**src/rtl/bicubic_pkg.sv**
```systemverilog
// Shared types and constants for the bicubic tap sequencer and its coordinate clamp.
// The optional stats counters in the top are enabled by defining BICUBIC_SEQ_STATS_EN.
package bicubic_pkg;
  localparam int SHIFT_AMOUNT = 8;
  localparam int DIM_W = 16;
  localparam int TAPS_PER_PIX = 16;
  localparam logic signed [2:0] OFF_MIN = -3'sd1;
  localparam logic signed [2:0] OFF_MAX = 3'sd2;
  localparam logic [DIM_W-1:0] DIM_ONE = DIM_W'(1);

  typedef enum logic [1:0] {IDLE, ISSUE, FIN} seq_state_e;

  typedef struct packed {
    logic [DIM_W-1:0]   i;
    logic [DIM_W-1:0]   j;
    logic signed [2:0]  m;
    logic signed [2:0]  n;
    logic signed [31:0] x_old;
    logic signed [31:0] y_old;
    logic signed [31:0] dx;
    logic signed [31:0] dy;
    logic [DIM_W-1:0]   src_x;
    logic [DIM_W-1:0]   src_y;
    logic               pix_last;
    logic               frm_last;
  } tap_desc_t;

  // Distance from the sample point to tap offset `off`, in Q.8, using only the fraction.
  function automatic logic signed [31:0] frac_delta(input logic [SHIFT_AMOUNT-1:0] frac,
                                                    input logic signed [2:0] off);
    return $signed({{(32-SHIFT_AMOUNT){1'b0}}, frac}) - ($signed(32'(off)) <<< SHIFT_AMOUNT);
  endfunction
endpackage

```
**src/rtl/bicubic_coord_clamp.sv**
```systemverilog
// Combinational edge clamp: old+off limited to 0..limit-1.
module bicubic_coord_clamp
  import bicubic_pkg::*;
(
  input  logic signed [31:0] i_old,
  input  logic signed [2:0]  i_off,
  input  logic [DIM_W-1:0]   i_limit,
  output logic [DIM_W-1:0]   o_coord
);
  logic signed [31:0] w_sum;

  assign w_sum = i_old + 32'(i_off);

  always_comb begin
    if (w_sum < 0)
      o_coord = '0;
    else if (w_sum >= $signed({{(32-DIM_W){1'b0}}, i_limit}))
      o_coord = i_limit - DIM_ONE;
    else
      o_coord = w_sum[DIM_W-1:0];
  end
endmodule

```
**src/rtl/bicubic_tap_sequencer.sv**
```systemverilog
// Walks every destination pixel and its 16 bicubic taps, issuing one registered descriptor per handshake.
// Define BICUBIC_SEQ_STATS_EN to add the stall_cnt / tap_cnt statistics ports.
module bicubic_tap_sequencer
  import bicubic_pkg::*;
(
  input  logic               clk,
  input  logic               rst_n,
  input  logic               start,
  input  logic               abort,
  input  logic [DIM_W-1:0]   src_rows,
  input  logic [DIM_W-1:0]   src_cols,
  input  logic [DIM_W-1:0]   dst_rows,
  input  logic [DIM_W-1:0]   dst_cols,
  input  logic [31:0]        x_ratio,
  input  logic [31:0]        y_ratio,
  output logic               busy,
  output logic               done,
  output logic               tap_valid,
  input  logic               tap_ready,
  output logic [DIM_W-1:0]   tap_i,
  output logic [DIM_W-1:0]   tap_j,
  output logic [2:0]         tap_m,
  output logic [2:0]         tap_n,
  output logic [31:0]        tap_x_old,
  output logic [31:0]        tap_y_old,
  output logic [31:0]        tap_dx,
  output logic [31:0]        tap_dy,
  output logic [DIM_W-1:0]   tap_src_x,
  output logic [DIM_W-1:0]   tap_src_y,
  output logic               tap_pix_last,
  output logic               tap_frm_last
`ifdef BICUBIC_SEQ_STATS_EN
  ,
  output logic [31:0]        stall_cnt,
  output logic [31:0]        tap_cnt
`endif
);
  seq_state_e         r_state;
  logic               r_busy, r_done, r_valid;
  tap_desc_t          r_desc;
  logic signed [31:0] r_x_acc, r_y_acc, r_x_ratio, r_y_ratio;
  logic [DIM_W-1:0]   r_src_rows, r_src_cols, r_dst_rows, r_dst_cols;

  logic               w_idle, w_accept;
  logic [DIM_W-1:0]   w_cfg_src_rows, w_cfg_src_cols, w_cfg_dst_rows, w_cfg_dst_cols;
  logic [DIM_W-1:0]   w_nx_i, w_nx_j, w_src_x, w_src_y;
  logic signed [2:0]  w_nx_m, w_nx_n;
  logic signed [31:0] w_nx_x_acc, w_nx_y_acc, w_x_old, w_y_old;
  tap_desc_t          w_nxt_desc;

  // Handshake: a tap transfers on a rising edge where tap_valid && tap_ready; the
  // descriptor never changes while tap_valid is high and tap_ready is low.
  assign w_idle   = (r_state == IDLE);
  assign w_accept = r_valid && tap_ready;

  // In IDLE the descriptor for the first tap is built straight from the start-time config.
  assign w_cfg_src_rows = w_idle ? src_rows : r_src_rows;
  assign w_cfg_src_cols = w_idle ? src_cols : r_src_cols;
  assign w_cfg_dst_rows = w_idle ? dst_rows : r_dst_rows;
  assign w_cfg_dst_cols = w_idle ? dst_cols : r_dst_cols;

  always_comb begin
    w_nx_i     = r_desc.i;
    w_nx_j     = r_desc.j;
    w_nx_m     = r_desc.m;
    w_nx_n     = r_desc.n;
    w_nx_x_acc = r_x_acc;
    w_nx_y_acc = r_y_acc;
    if (w_idle) begin
      w_nx_i     = '0;
      w_nx_j     = '0;
      w_nx_m     = OFF_MIN;
      w_nx_n     = OFF_MIN;
      w_nx_x_acc = '0;
      w_nx_y_acc = '0;
    end else if (r_desc.n != OFF_MAX) begin
      w_nx_n = r_desc.n + 3'sd1;
    end else begin
      w_nx_n = OFF_MIN;
      if (r_desc.m != OFF_MAX) begin
        w_nx_m = r_desc.m + 3'sd1;
      end else begin
        w_nx_m = OFF_MIN;
        if (r_desc.j != r_dst_cols - DIM_ONE) begin
          w_nx_j     = r_desc.j + DIM_ONE;
          w_nx_x_acc = r_x_acc + r_x_ratio;
        end else begin
          w_nx_j     = '0;
          w_nx_x_acc = '0;
          w_nx_i     = r_desc.i + DIM_ONE;
          w_nx_y_acc = r_y_acc + r_y_ratio;
        end
      end
    end
  end

  assign w_x_old = w_nx_x_acc >>> SHIFT_AMOUNT;
  assign w_y_old = w_nx_y_acc >>> SHIFT_AMOUNT;

  bicubic_coord_clamp u_clamp_x (
    .i_old(w_x_old), .i_off(w_nx_n), .i_limit(w_cfg_src_cols), .o_coord(w_src_x)
  );
  bicubic_coord_clamp u_clamp_y (
    .i_old(w_y_old), .i_off(w_nx_m), .i_limit(w_cfg_src_rows), .o_coord(w_src_y)
  );

  always_comb begin
    w_nxt_desc.i        = w_nx_i;
    w_nxt_desc.j        = w_nx_j;
    w_nxt_desc.m        = w_nx_m;
    w_nxt_desc.n        = w_nx_n;
    w_nxt_desc.x_old    = w_x_old;
    w_nxt_desc.y_old    = w_y_old;
    w_nxt_desc.dx       = frac_delta(w_nx_x_acc[SHIFT_AMOUNT-1:0], w_nx_n);
    w_nxt_desc.dy       = frac_delta(w_nx_y_acc[SHIFT_AMOUNT-1:0], w_nx_m);
    w_nxt_desc.src_x    = w_src_x;
    w_nxt_desc.src_y    = w_src_y;
    w_nxt_desc.pix_last = (w_nx_m == OFF_MAX) && (w_nx_n == OFF_MAX);
    w_nxt_desc.frm_last = w_nxt_desc.pix_last && (w_nx_j == w_cfg_dst_cols - DIM_ONE)
                          && (w_nx_i == w_cfg_dst_rows - DIM_ONE);
  end

  always_ff @(posedge clk) begin
    if (!rst_n) begin
      r_state    <= IDLE;
      r_busy     <= 1'b0;
      r_done     <= 1'b0;
      r_valid    <= 1'b0;
      r_desc     <= '0;
      r_x_acc    <= '0;
      r_y_acc    <= '0;
      r_x_ratio  <= '0;
      r_y_ratio  <= '0;
      r_src_rows <= '0;
      r_src_cols <= '0;
      r_dst_rows <= '0;
      r_dst_cols <= '0;
    end else if (abort) begin
      r_state <= IDLE;
      r_busy  <= 1'b0;
      r_done  <= 1'b0;
      r_valid <= 1'b0;
    end else begin
      case (r_state)
        IDLE: begin
          r_done <= 1'b0;
          if (start) begin
            r_src_rows <= src_rows;
            r_src_cols <= src_cols;
            r_dst_rows <= dst_rows;
            r_dst_cols <= dst_cols;
            r_x_ratio  <= x_ratio;
            r_y_ratio  <= y_ratio;
            r_x_acc    <= w_nx_x_acc;
            r_y_acc    <= w_nx_y_acc;
            r_busy     <= 1'b1;
            if (dst_rows == '0 || dst_cols == '0) begin
              r_state <= FIN;
            end else begin
              r_state <= ISSUE;
              r_valid <= 1'b1;
              r_desc  <= w_nxt_desc;
            end
          end
        end
        ISSUE: begin
          if (w_accept) begin
            if (r_desc.frm_last) begin
              r_state <= FIN;
              r_valid <= 1'b0;
            end else begin
              r_desc  <= w_nxt_desc;
              r_x_acc <= w_nx_x_acc;
              r_y_acc <= w_nx_y_acc;
            end
          end
        end
        FIN: begin
          r_done  <= 1'b1;
          r_busy  <= 1'b0;
          r_state <= IDLE;
        end
        default: r_state <= IDLE;
      endcase
    end
  end

  assign busy         = r_busy;
  assign done         = r_done;
  assign tap_valid    = r_valid;
  assign tap_i        = r_desc.i;
  assign tap_j        = r_desc.j;
  assign tap_m        = r_desc.m;
  assign tap_n        = r_desc.n;
  assign tap_x_old    = r_desc.x_old;
  assign tap_y_old    = r_desc.y_old;
  assign tap_dx       = r_desc.dx;
  assign tap_dy       = r_desc.dy;
  assign tap_src_x    = r_desc.src_x;
  assign tap_src_y    = r_desc.src_y;
  assign tap_pix_last = r_desc.pix_last;
  assign tap_frm_last = r_desc.frm_last;

`ifdef BICUBIC_SEQ_STATS_EN
  logic [31:0] r_stall_cnt, r_tap_cnt;

  always_ff @(posedge clk) begin
    if (!rst_n) begin
      r_stall_cnt <= '0;
      r_tap_cnt   <= '0;
    end else if (!abort && w_idle && start) begin
      r_stall_cnt <= '0;
      r_tap_cnt   <= '0;
    end else if (!abort) begin
      if (r_valid && !tap_ready && r_stall_cnt != '1)
        r_stall_cnt <= r_stall_cnt + 32'd1;
      if (w_accept && r_tap_cnt != '1)
        r_tap_cnt <= r_tap_cnt + 32'd1;
    end
  end

  assign stall_cnt = r_stall_cnt;
  assign tap_cnt   = r_tap_cnt;
`endif
endmodule
```
**config.mk**
```make
export PLATFORM = sky130hd
export DESIGN_NAME = bicubic_tap_sequencer
export DESIGN_NICKNAME = d
export VERILOG_FILES = /design/src/rtl/bicubic_pkg.sv /design/src/rtl/bicubic_coord_clamp.sv /design/src/rtl/bicubic_tap_sequencer.sv
export SDC_FILE = /design/constraint.sdc
export NUM_CORES = 1
export LEC_CHECK = 0
export ABC_CLOCK_PERIOD_IN_PS = 7100
export BUFFER_PORTS_ARGS = -buffer_cell sky130_fd_sc_hd__buf_2
export CELL_PAD_IN_SITES_DETAIL_PLACEMENT = 1
export CELL_PAD_IN_SITES_GLOBAL_PLACEMENT = 2
export CORE_MARGIN = 2
export CORE_UTILIZATION = 30
export DETAILED_ROUTE_END_ITERATION = 6
export HOLD_SLACK_MARGIN = 0.12
export PLACE_DENSITY = 0.81
export SKIP_CTS_REPAIR_TIMING = 1
export SLEW_MARGIN = 0
export SYNTH_ARGS = -nofsm -noshare
export SYNTH_HDL_FRONTEND = slang
export SYNTH_SLANG_ARGS = --single-unit
```
**constraint.sdc**
```tcl
create_clock -name clk -period 7.1 [get_ports clk]
set_input_delay 0 -clock clk [delete_from_list [all_inputs] [get_ports clk]]
set_output_delay 0 -clock clk [all_outputs]
set_load 0.01 [all_outputs]
```
==> impl_metrics.csv, run 1 <==
group,metric,value,unit
die,die_x,280,um
place,io_buffer_count,335,
synthesis,syn_area,0.0229,mm2
global_routing,grt_overflow_total,0,
setup_path,crit_top_cell,"o21ai_1",
pwr,power.density,181,mW/mm2
cells_and_area,final_nets,3718,
setup_path,r2r_slack,190,ps
synthesis,yosysTopAreaCell,"dfxtp_1",
hold_path,holdPathEnd,"tap_valid",
synthesis,ys.flop_type,"dfxtp_1",
routing,num_vias,23100,
setup_path,crit_slowest_cell,"or4_4",
synthesis,synth_area_per_cell,7.54,um2
synthesis,netlist-cell-type-count,82,
setup_path,crit_path_end_kind,"flop",
routing,wl_per_cell,20.4,um
place,post-dp-hpwl,66.6,mm
setup_path,critical_path_class,"reg -> reg",
clock_network,cts_buffer_depth,3,
die,die_h,280,um
setup_path,worstPathArrival,7370,ps
global_routing,antenna_found_initial,1,
timing,grt_setup_unrepaired,"true",
die,io_pins,336,
synthesis,yosys_warnings,0,
clock_network,clk_latency,580,ps
timing,hold_viol,0,
setup_path,r2r-end,"tap_src_x[8]",
routing,drtIter0Drc,1275,
synthesis,syn_nets,3325,
pwr,p_leak,12.4,nW
synthesis,ys_top_cells_by_area,"dfxtp_1 (30%), nand2_1 (11%), a21oi_1 (8.9%), ha_1 (8.6%), xnor2_1 (5.2%)",
global_routing,grt_max_degree,153,
die,rows,101,
global_routing,grt_pass1_wl,135,mm
setup_path,cp.required,7560,ps
global_routing,grt_use_total,0.219,
setup_path,cpPeakStageDelay,590,ps
synthesis,synth_top_area_frac,0.297,
routing,drt-total-wl,90.6,mm
status,status,"finished, final reports clean",
synthesis,ys_seq_area_frac,0.297,
cells_and_area,num_antenna_cells,0,
synthesis,async_flop_share,0,
setup_path,start_kind,"flop",
clock_network,cts_tree,"built",
setup_path,path_max_fanout,7,
global_routing,grt_pass1_vias,22400,
cells_and_area,synthToLayoutAreaGrowth,26.3,%
clock_network,clk_pin_slew,60,ps
die,core-area,0.0757,mm2
timing,tightest_slew,1160,ps
routing,via_per_inst,5.21,
timing,clock-skew-final,11.6,ps
routing,post-route-drc-count,0,
pwr,vdd_drop_max,0.147,mV
timing,relSlewSlack,0.222,
timing,period_needed,6910,ps
clock_network,root_buffer,"clkbuf_16",
routing,ant_nets,0,
place,dp_slack,-66.5,ps
run,cap_violations,0,
synthesis,postSynthCellCount,3031,
die,start_util,0.302,
timing,finalCritPeriodShare,0.973,
timing,hold_slack,125,ps
die,dieArea,0.0784,mm2
setup_path,r2r-start,"r_dst_cols[11]",
setup_path,ff2ff_path_depth,29,
synthesis,synth_enable_flop_cells,0,
timing,fmax,145,MHz
synthesis,ys_ff_latch,339,
timing,finalSetupViolCount,0,
clock_network,cts_buffers,46,
hold_path,whs_path_depth,6,
hold_path,hp-class,"in -> reg",
hold_path,hold_path_startpoint,"tap_ready",
timing,slew_viol_final,0,
timing,setup_ws,195,ps
place,place.gp.congestion,0.899,
cells_and_area,drive_gt1_frac,0.175,
clock_network,htreeDepth,2,
routing,firstDrtPassIters,5,
clock_network,cts_sinks,339,
## cell usage in the layout (no fill, tap or decap), types with 8 or more instances in the layout
cell	count
xnor2_1	133
a22oi_1	8
xor2_1	88
mux2i_1	89
a22o_1	19
o21ai_0	95
ha_1	152
nor3_1	57
nand2_1	637
inv_1	44
o22ai_1	8
and2_1	20
a21oi_2	17
clkbuf_16	51
a211oi_1	26
a31oi_1	16
a21o_1	58
o21bai_1	14
nand2b_1	25
buf_4	88
a21oi_1	386
nand4_1	23
or3_1	20
dfxtp_1	338
nand3_1	64
nor4_1	17
clkbuf_8	10
nor2b_1	13
clkbuf_1	8
and3_1	21
o21a_1	22
o31ai_1	15
buf_2	335
o211ai_1	14
dlygate4sd3_1	133
nor2_1	175
o21ai_1	30
## cells in the mapped netlist, drive strengths merged, types with 8 or more instances
cell type and n:
dfxtp 339, o21ai 128, a2111oi 9, nand2b 25, a21o 58, mux2i 90
nand4 23, nor4 20, ha 157, a211oi 29, nor2b 15, o22ai 8
o31ai 17, nor3 57, a21oi 405, o21a 22, and3 21, nand3 66
inv 45, a31oi 18, or4 12, xnor2 137, or3 20, a22oi 8
nor2 185, clkbuf 147, o21bai 14, nand2 641, and2 22, a22o 19
xor2 89, o211ai 14, or2 8, buf 76
## worst max path at each step
stage                        start            to  slack, ps  cells past startpoint
finish              r_dst_cols[11]  tap_src_x[8]        190                     29
global route        r_dst_cols[11]  tap_src_x[4]       -210                     29
CTS                     r_x_acc[0]  tap_src_x[0]       -100                     32
detailed placement   r_dst_cols[8]  tap_src_x[0]        -70                     27
global placement     r_dst_cols[8]  tap_src_x[0]        100                     27
floorplan            r_dst_cols[8]  tap_src_x[0]         60                     31
## cells by family after synthesis
kind of cell	Yosys count	synth area share
XOR/XNOR	226	0.0866
buffers and inverters	268	0.0547
AO/OA/AOI/OAI	804	0.212
multiplexers	91	0.0399
AND/OR/NAND/NOR	1142	0.220
flip-flops	339	0.297
adder cells (fa/ha/maj)	161	0.0894
## layout make-up
cell class / instances / area, um2
flip-flops and latches: 339 / 6790
well taps: 978 / 1220
multi-input cells: 2424 / 15200
fillers: 9215 / 46800
inverters: 45 / 176
repair buffers: 568 / 3880
clock buffers: 67 / 1390
clock inverters: 15 / 218
## per-layer routing
| metal | routed length [um] | vias to the layer above | global-route usage |
|---|---|---|---|
| met2 | 41600 | 415 | 0.356 |
| met1 | 43100 | 11200 | 0.305 |
| met4 | 1780 | 0 | 0.0480 |
| met5 | 0 | - | 0 |
| met3 | 4070 | 94 | 0.0321 |
| li1 | - | 11300 | - |
## flip-flops by register name, indices dropped and copies added, names as in the netlist, 16 cells and up
| register | count |
|---|---|
| r_dst_cols | 16 |
| r_dst_rows | 16 |
| r_src_cols | 16 |
| r_src_rows | 16 |
| r_x_acc | 32 |
| r_x_ratio | 32 |
| r_y_acc | 32 |
| r_y_ratio | 32 |
| tap_i | 16 |
| tap_j | 16 |
| tap_src_x | 16 |
| tap_src_y | 16 |
| tap_x_old | 24 |
| tap_y_old | 24 |
## metrics by stage
stage                util  power (W)  std cells  setup TNS [ps]  cell area, um2
CTS                 0.357    0.00522       4285            -613           27100
finish              0.381    0.00524       4436               0           28900
global placement    0.336    0.00271       4203               0           25400
detailed placement  0.336    0.00272       4203            -132           25400
floorplan               -    0.00246       3031               0           22900
global route        0.381    0.00546       4436           -3590           28900
## report_power, final
part,total [W],leakage [nW],internal (W),switching [W]
clock,0.00249,0.780,0.00154,0.000950
combinational,0.000763,8.91,0.000302,0.000461
sequential,0.00199,2.75,0.00195,0.0000425
## worst max-delay path: cells and delay by family (launching register included)
| family | cells | cell delay [ps] |
|---|---|---|
| simple gates | 10 | 2710 |
| compound gates | 12 | 2150 |
| fa+ha+maj | 3 | 880 |
| buf+inv | 2 | 360 |
| flops | 1 | 320 |
| mux | 1 | 170 |
| xor+xnor | 1 | 160 |
(Power assumes the default switching activity.)
==> inputs of run 2 (changes only) <==
--- a/config.mk
+++ b/config.mk
@@ -5,15 +5,15 @@
 export SDC_FILE = /design/constraint.sdc
 export NUM_CORES = 1
 export LEC_CHECK = 0
-export ABC_CLOCK_PERIOD_IN_PS = 7100
+export ABC_CLOCK_PERIOD_IN_PS = 8900
 export BUFFER_PORTS_ARGS = -buffer_cell sky130_fd_sc_hd__buf_2
 export CELL_PAD_IN_SITES_DETAIL_PLACEMENT = 1
 export CELL_PAD_IN_SITES_GLOBAL_PLACEMENT = 2
 export CORE_MARGIN = 2
-export CORE_UTILIZATION = 30
+export CORE_UTILIZATION = 36
 export DETAILED_ROUTE_END_ITERATION = 6
 export HOLD_SLACK_MARGIN = 0.12
-export PLACE_DENSITY = 0.81
+export PLACE_DENSITY = 0.9
 export SKIP_CTS_REPAIR_TIMING = 1
 export SLEW_MARGIN = 0
 export SYNTH_ARGS = -nofsm -noshare
==> constraint.sdc (replaced) <==
create_clock -name clk -period 8.9 [get_ports clk]
set_input_delay 0 -clock clk [delete_from_list [all_inputs] [get_ports clk]]
set_output_delay 0 -clock clk [all_outputs]
set_load 0.01 [all_outputs]
==> impl_metrics.csv, run 2 (synthesized netlist as in run 1, its figures left out) <==
group,metric,value,unit
clock_network,cts_buffers,44,
setup_path,start_kind,"flop",
timing,finalSetupViolCount,0,
clock_network,clk_latency,580,ps
die,rows,92,
cells_and_area,fin_util,0.439,
pwr,p_leak,12.0,nW
routing,firstDrtPassIters,5,
global_routing,grt_pass1_vias,23400,
die,dieArea,0.0655,mm2
place,place.gp.congestion,0.904,
cells_and_area,multi_input_comb_area,0.0149,mm2
die,die_h,256,um
timing,relSlewSlack,0.200,
cells_and_area,regArea,0.00679,mm2
setup_path,worstPathArrival,8730,ps
die,io_pins,336,
timing,fmax,121,MHz
clock_network,htreeDepth,2,
cells_and_area,fillers,7751,
routing,num_vias,23400,
place,post-dp-hpwl,65.0,mm
global_routing,antenna_found_initial,3,
routing,ant_nets,0,
die,die_x,256,um
routing,drtIter0Drc,1385,
pwr,vdd_drop_max,0.113,mV
timing,tightest_slew,1200,ps
clock_network,clk_pin_slew,60,ps
timing,clock-skew-final,27.0,ps
clock_network,cts_tree,"built",
die,start_util,0.363,
die,core-area,0.0630,mm2
timing,hold_viol,0,
place,io_buffer_count,335,
timing,slew_viol_final,0,
timing,finalCritPeriodShare,0.930,
timing,tns,0,ps
timing,period_needed,8280,ps
global_routing,grt_max_degree,119,
setup_path,crit_path_end_kind,"flop",
routing,drt-total-wl,89.6,mm
global_routing,grt_overflow_total,0,
global_routing,grt_pass1_wl,134,mm
setup_path,path_max_fanout,26,
pwr,power.density,144,mW/mm2
clock_network,cts_sinks,339,
routing,wl_per_cell,21.1,um
cells_and_area,final_nets,3650,
routing,post-route-drc-count,0,
run,cap_violations,0,
cells_and_area,drive_gt1_frac,0.140,
cells_and_area,mostFrequentLayoutCells,"nand2_1 (639), a21oi_1 (405), dfxtp_1 (339)",
routing,via_per_inst,5.51,
timing,grt_setup_unrepaired,"false",
global_routing,grt_use_total,0.256,
status,status,"finished, final reports clean",
cells_and_area,synthToLayoutAreaGrowth,21.0,%
setup_path,critical_path_class,"reg -> reg",
clock_network,root_buffer,"clkbuf_16",
setup_path,cp.required,9350,ps
clock_network,cts_buffer_depth,3,
hold_path,hp-class,"in -> reg",
cells_and_area,final_common_cell,"nand2_1",
-- run 2: cell count changes in the layout (fill, tap and decap cells not counted), sizes merged --
cell	delta
inv	+2
diode	+1
clkinvlp	-3
clkinv	+6
clkbuf	-7
dlygate4sd3	+2
bufinv	-2
buf	-66
-- run 2: metal layers --
layer  GRT usage  share of wire  vias to the layer above
li1            -              -                    11200
met2       0.433           0.47                      567
met4      0.0853          0.032                        2
met1       0.329           0.44                    11500
met5           0        0.00015                        -
met3      0.0462          0.055                      130
-- run 2: worst paths after layout --
| kind | slack, ps | depth (start not counted) | end | from |
|---|---|---|---|---|
| setup / recovery | 620 | 27 | tap_src_x[8] | r_dst_cols[8] |
| hold / removal | 200 | 4 | r_y_ratio[11] | y_ratio[11] |
| setup reg to reg | 620 | 27 | tap_src_x[8] | r_dst_cols[8] |
| hold reg to reg | 450 | 2 | tap_x_old[10] | tap_x_old[10] |
-- run 2: layout make-up --
type / count / share of cell area
Inverter: 45 / 0.00638
Tap cell: 846 / 0.0383
Multi-Input combinational cell: 2424 / 0.538
Timing Repair Buffer: 502 / 0.119
Sequential cell: 339 / 0.245
Clock inverter: 18 / 0.00670
Antenna cell: 1 / 0.0000905
Clock buffer: 62 / 0.0456
-- run 2: metrics by stage --
step	cells	total power [W]	cell area, um2	hold WS (ps)	worst slack [ps]
floorplan	3031	0.00196	22900	136	1490
global placement	4021	0.00213	24800	244	1010
detailed placement	4021	0.00215	24800	251	691
CTS	4101	0.00398	26300	-374	639
global route	4237	0.00415	27700	211	70.6
finish	4237	0.00399	27700	202	624
-- run 2: power breakdown --
part | switching, W | internal (W) | total [W]
Clock | 0.000742 | 0.00108 | 0.00182
Combinational | 0.000362 | 0.000226 | 0.000588
Sequential | 0.0000350 | 0.00155 | 0.00159
Total | 0.00114 | 0.00285 | 0.00399
-- run 2: worst max-delay path, cell delays in order, from the launching register on --
cell and delay [ps]:
dfxtp_1 410, or4_1 690, or3_1 360, a211o_1 300, a211o_1 360, or4_1 610
nand2_1 230, nor2_4 180, a22o_1 230, ha_1 230, fa_1 400, a21oi_1 170
nor2b_1 100, a221oi_1 450, o211ai_1 220, a31o_2 280, a21oi_1 170, xnor2_1 190
ha_1 300, nor2b_1 140, o21ai_0 160, o2111ai_1 140, nor4_1 270, o21ai_0 130
nor4_1 440, a31oi_2 540, mux2i_1 350, o21ai_1 90
==> inputs of run 3 (changes only) <==
--- a/config.mk
+++ b/config.mk
@@ -5,15 +5,15 @@
 export SDC_FILE = /design/constraint.sdc
 export NUM_CORES = 1
 export LEC_CHECK = 0
-export ABC_CLOCK_PERIOD_IN_PS = 8900
+export ABC_CLOCK_PERIOD_IN_PS = 6800
 export BUFFER_PORTS_ARGS = -buffer_cell sky130_fd_sc_hd__buf_2
 export CELL_PAD_IN_SITES_DETAIL_PLACEMENT = 1
 export CELL_PAD_IN_SITES_GLOBAL_PLACEMENT = 2
 export CORE_MARGIN = 2
-export CORE_UTILIZATION = 36
+export CORE_UTILIZATION = 30
 export DETAILED_ROUTE_END_ITERATION = 6
 export HOLD_SLACK_MARGIN = 0.12
-export PLACE_DENSITY = 0.9
+export PLACE_DENSITY = 0.81
 export SKIP_CTS_REPAIR_TIMING = 1
 export SLEW_MARGIN = 0
 export SYNTH_ARGS = -nofsm -noshare
==> constraint.sdc (replaced) <==
create_clock -name clk -period 6.8 [get_ports clk]
set_input_delay 0 -clock clk [delete_from_list [all_inputs] [get_ports clk]]
set_output_delay 0 -clock clk [all_outputs]
set_load 0.01 [all_outputs]
==> impl_metrics.csv, run 3 (synthesized netlist as in run 1, its figures left out) <==
group,metric,value,unit
global_routing,grt_max_degree,131,
status,status,"finished with violations",
timing,slew_viol_final,0,
die,die_x,280,um
timing,clock-skew-final,24.4,ps
timing,grt_setup_unrepaired,"true",
setup_path,crit_path_end_kind,"flop",
cells_and_area,regArea,0.00679,mm2
cells_and_area,multi_input_comb_area,0.0151,mm2
cells_and_area,mostFrequentLayoutCells,"nand2_1 (637), a21oi_1 (388), dfxtp_1 (339)",
place,post_dp_cell_area,0.0262,mm2
hold_path,hold_path_startpoint,"tap_ready",
timing,tns,-260,ps
cells_and_area,final_nets,3818,
pwr,p_comb_frac,0.151,
setup_path,path_delay_family,"simple AND/OR/NAND/NOR gates",
pwr,power.density,185,mW/mm2
timing,setup_ws,-41.0,ps
clock_network,htreeDepth,2,
routing,drt-total-wl,90.8,mm
place,place.gp.congestion,0.874,
clock_network,clk_latency,580,ps
die,dieArea,0.0784,mm2
routing,num_vias,23300,
status,violations,"setup timing",
routing,ant_nets,0,
setup_path,start_kind,"flop",
die,io_pins,336,
timing,hold_viol,0,
setup_path,critPathLaunch,"r_dst_cols[10]",
pwr,pwr-share-seq,0.380,
clock_network,cts_buffer_depth,3,
die,die_h,280,um
routing,drtIter0Drc,1290,
pwr,power.internal,0.00395,W
pwr,vdd_drop_max,0.166,mV
clock_network,cts_tree,"built",
setup_path,r2r-start,"r_dst_cols[10]",
global_routing,grt_use_total,0.219,
clock_network,root_buffer,"clkbuf_16",
timing,finalCritPeriodShare,1.01,
pwr,clkPwrFrac,0.469,
timing,fmax,146,MHz
timing,tightest_slew,1120,ps
setup_path,worstPathArrival,7340,ps
clock_network,clk_pin_slew,60,ps
setup_path,crit_slowest_cell,"or4_4",
die,core-area,0.0757,mm2
clock_network,cts_sinks,339,
pwr,p_leak,12.9,nW
routing,firstDrtPassIters,5,
global_routing,grt_pass1_vias,22700,
pwr,swShare,0.276,
die,rows,101,
routing,wl_per_cell,20.0,um
setup_path,path_buf_inv,1,
setup_path,path_max_fanout,5,
setup_path,critical_path_class,"reg -> reg",
place,dp_slack,-295,ps
run,cap_violations,0,
pwr,p_switching,0.00151,W
timing,finalSetupViolCount,15,
cells_and_area,synthToLayoutAreaGrowth,29.2,%
die,start_util,0.302,
global_routing,antenna_found_initial,3,
timing,relSlewSlack,0.255,
cells_and_area,final_common_cell,"nand2_1",
clock_network,cts_buffers,44,
cells_and_area,drive_gt1_frac,0.195,
place,io_buffer_count,335,
cells_and_area,fillers,9198,
cells_and_area,final_cell_area,0.0295,mm2
place,post-dp-hpwl,67.7,mm
setup_path,cpPeakStageDelay,620,ps
routing,via_per_inst,5.14,
hold_path,hp-class,"in -> reg",
setup_path,cp.required,7290,ps
timing,period_needed,6840,ps
global_routing,grt_pass1_wl,135,mm
global_routing,grt_overflow_total,0,
routing,post-route-drc-count,0,
run 3: per-layer routing:
layer  track usage  vias up  share of wire
met5             0        -              0
met4        0.0558        0          0.025
met3        0.0352       98          0.048
met2         0.354      452           0.45
met1         0.303    11300           0.47
li1              -    11500              -
run 3: final timing paths:
check / slack [ps] / end / depth (start not counted)
max reg2reg: -40 / tap_src_x[0] / 28
max: -40 / tap_src_x[0] / 28
min: 130 / tap_valid / 6
min reg2reg: 450 / tap_src_y[10] / 2
run 3: worst register-to-register path: cells and delay by family (launching register included):
| family | cells | cell delay, ps |
|---|---|---|
| compound gates | 11 | 2210 |
| xor+xnor | 1 | 140 |
| fa+ha+maj | 3 | 830 |
| buf+inv | 1 | 170 |
| flops | 1 | 310 |
| simple gates | 12 | 3130 |
run 3: stage by stage:
step	cells	utilization	power [W]	hold WS [ps]
2_1_floorplan	3031	-	0.00257	136
3_3_place_gp	4306	0.347	0.00285	248
3_5_place_dp	4306	0.347	0.00286	249
4_1_cts	4385	0.367	0.00545	-374
5_1_grt	4536	0.390	0.00569	143
6_report	4536	0.390	0.00546	129
run 3: power by group through the flow:
stage / Clock, W / Combinational (W) / Sequential, W
2_1_floorplan: 0 / 0.000470 / 0.00210
3_3_place_gp: 0 / 0.000738 / 0.00211
3_5_place_dp: 0 / 0.000748 / 0.00211
4_1_cts: 0.00263 / 0.000752 / 0.00207
5_1_grt: 0.00271 / 0.000906 / 0.00208
6_report: 0.00256 / 0.000827 / 0.00207
run 3: layout make-up:
cell class / count / area share
Tap cell: 978 / 0.0415
Clock inverter: 21 / 0.0114
Clock buffer: 58 / 0.0418
Timing Repair Buffer: 670 / 0.157
Multi-Input combinational cell: 2424 / 0.512
Antenna cell: 1 / 0.0000848
Sequential cell: 339 / 0.230
Inverter: 45 / 0.00598
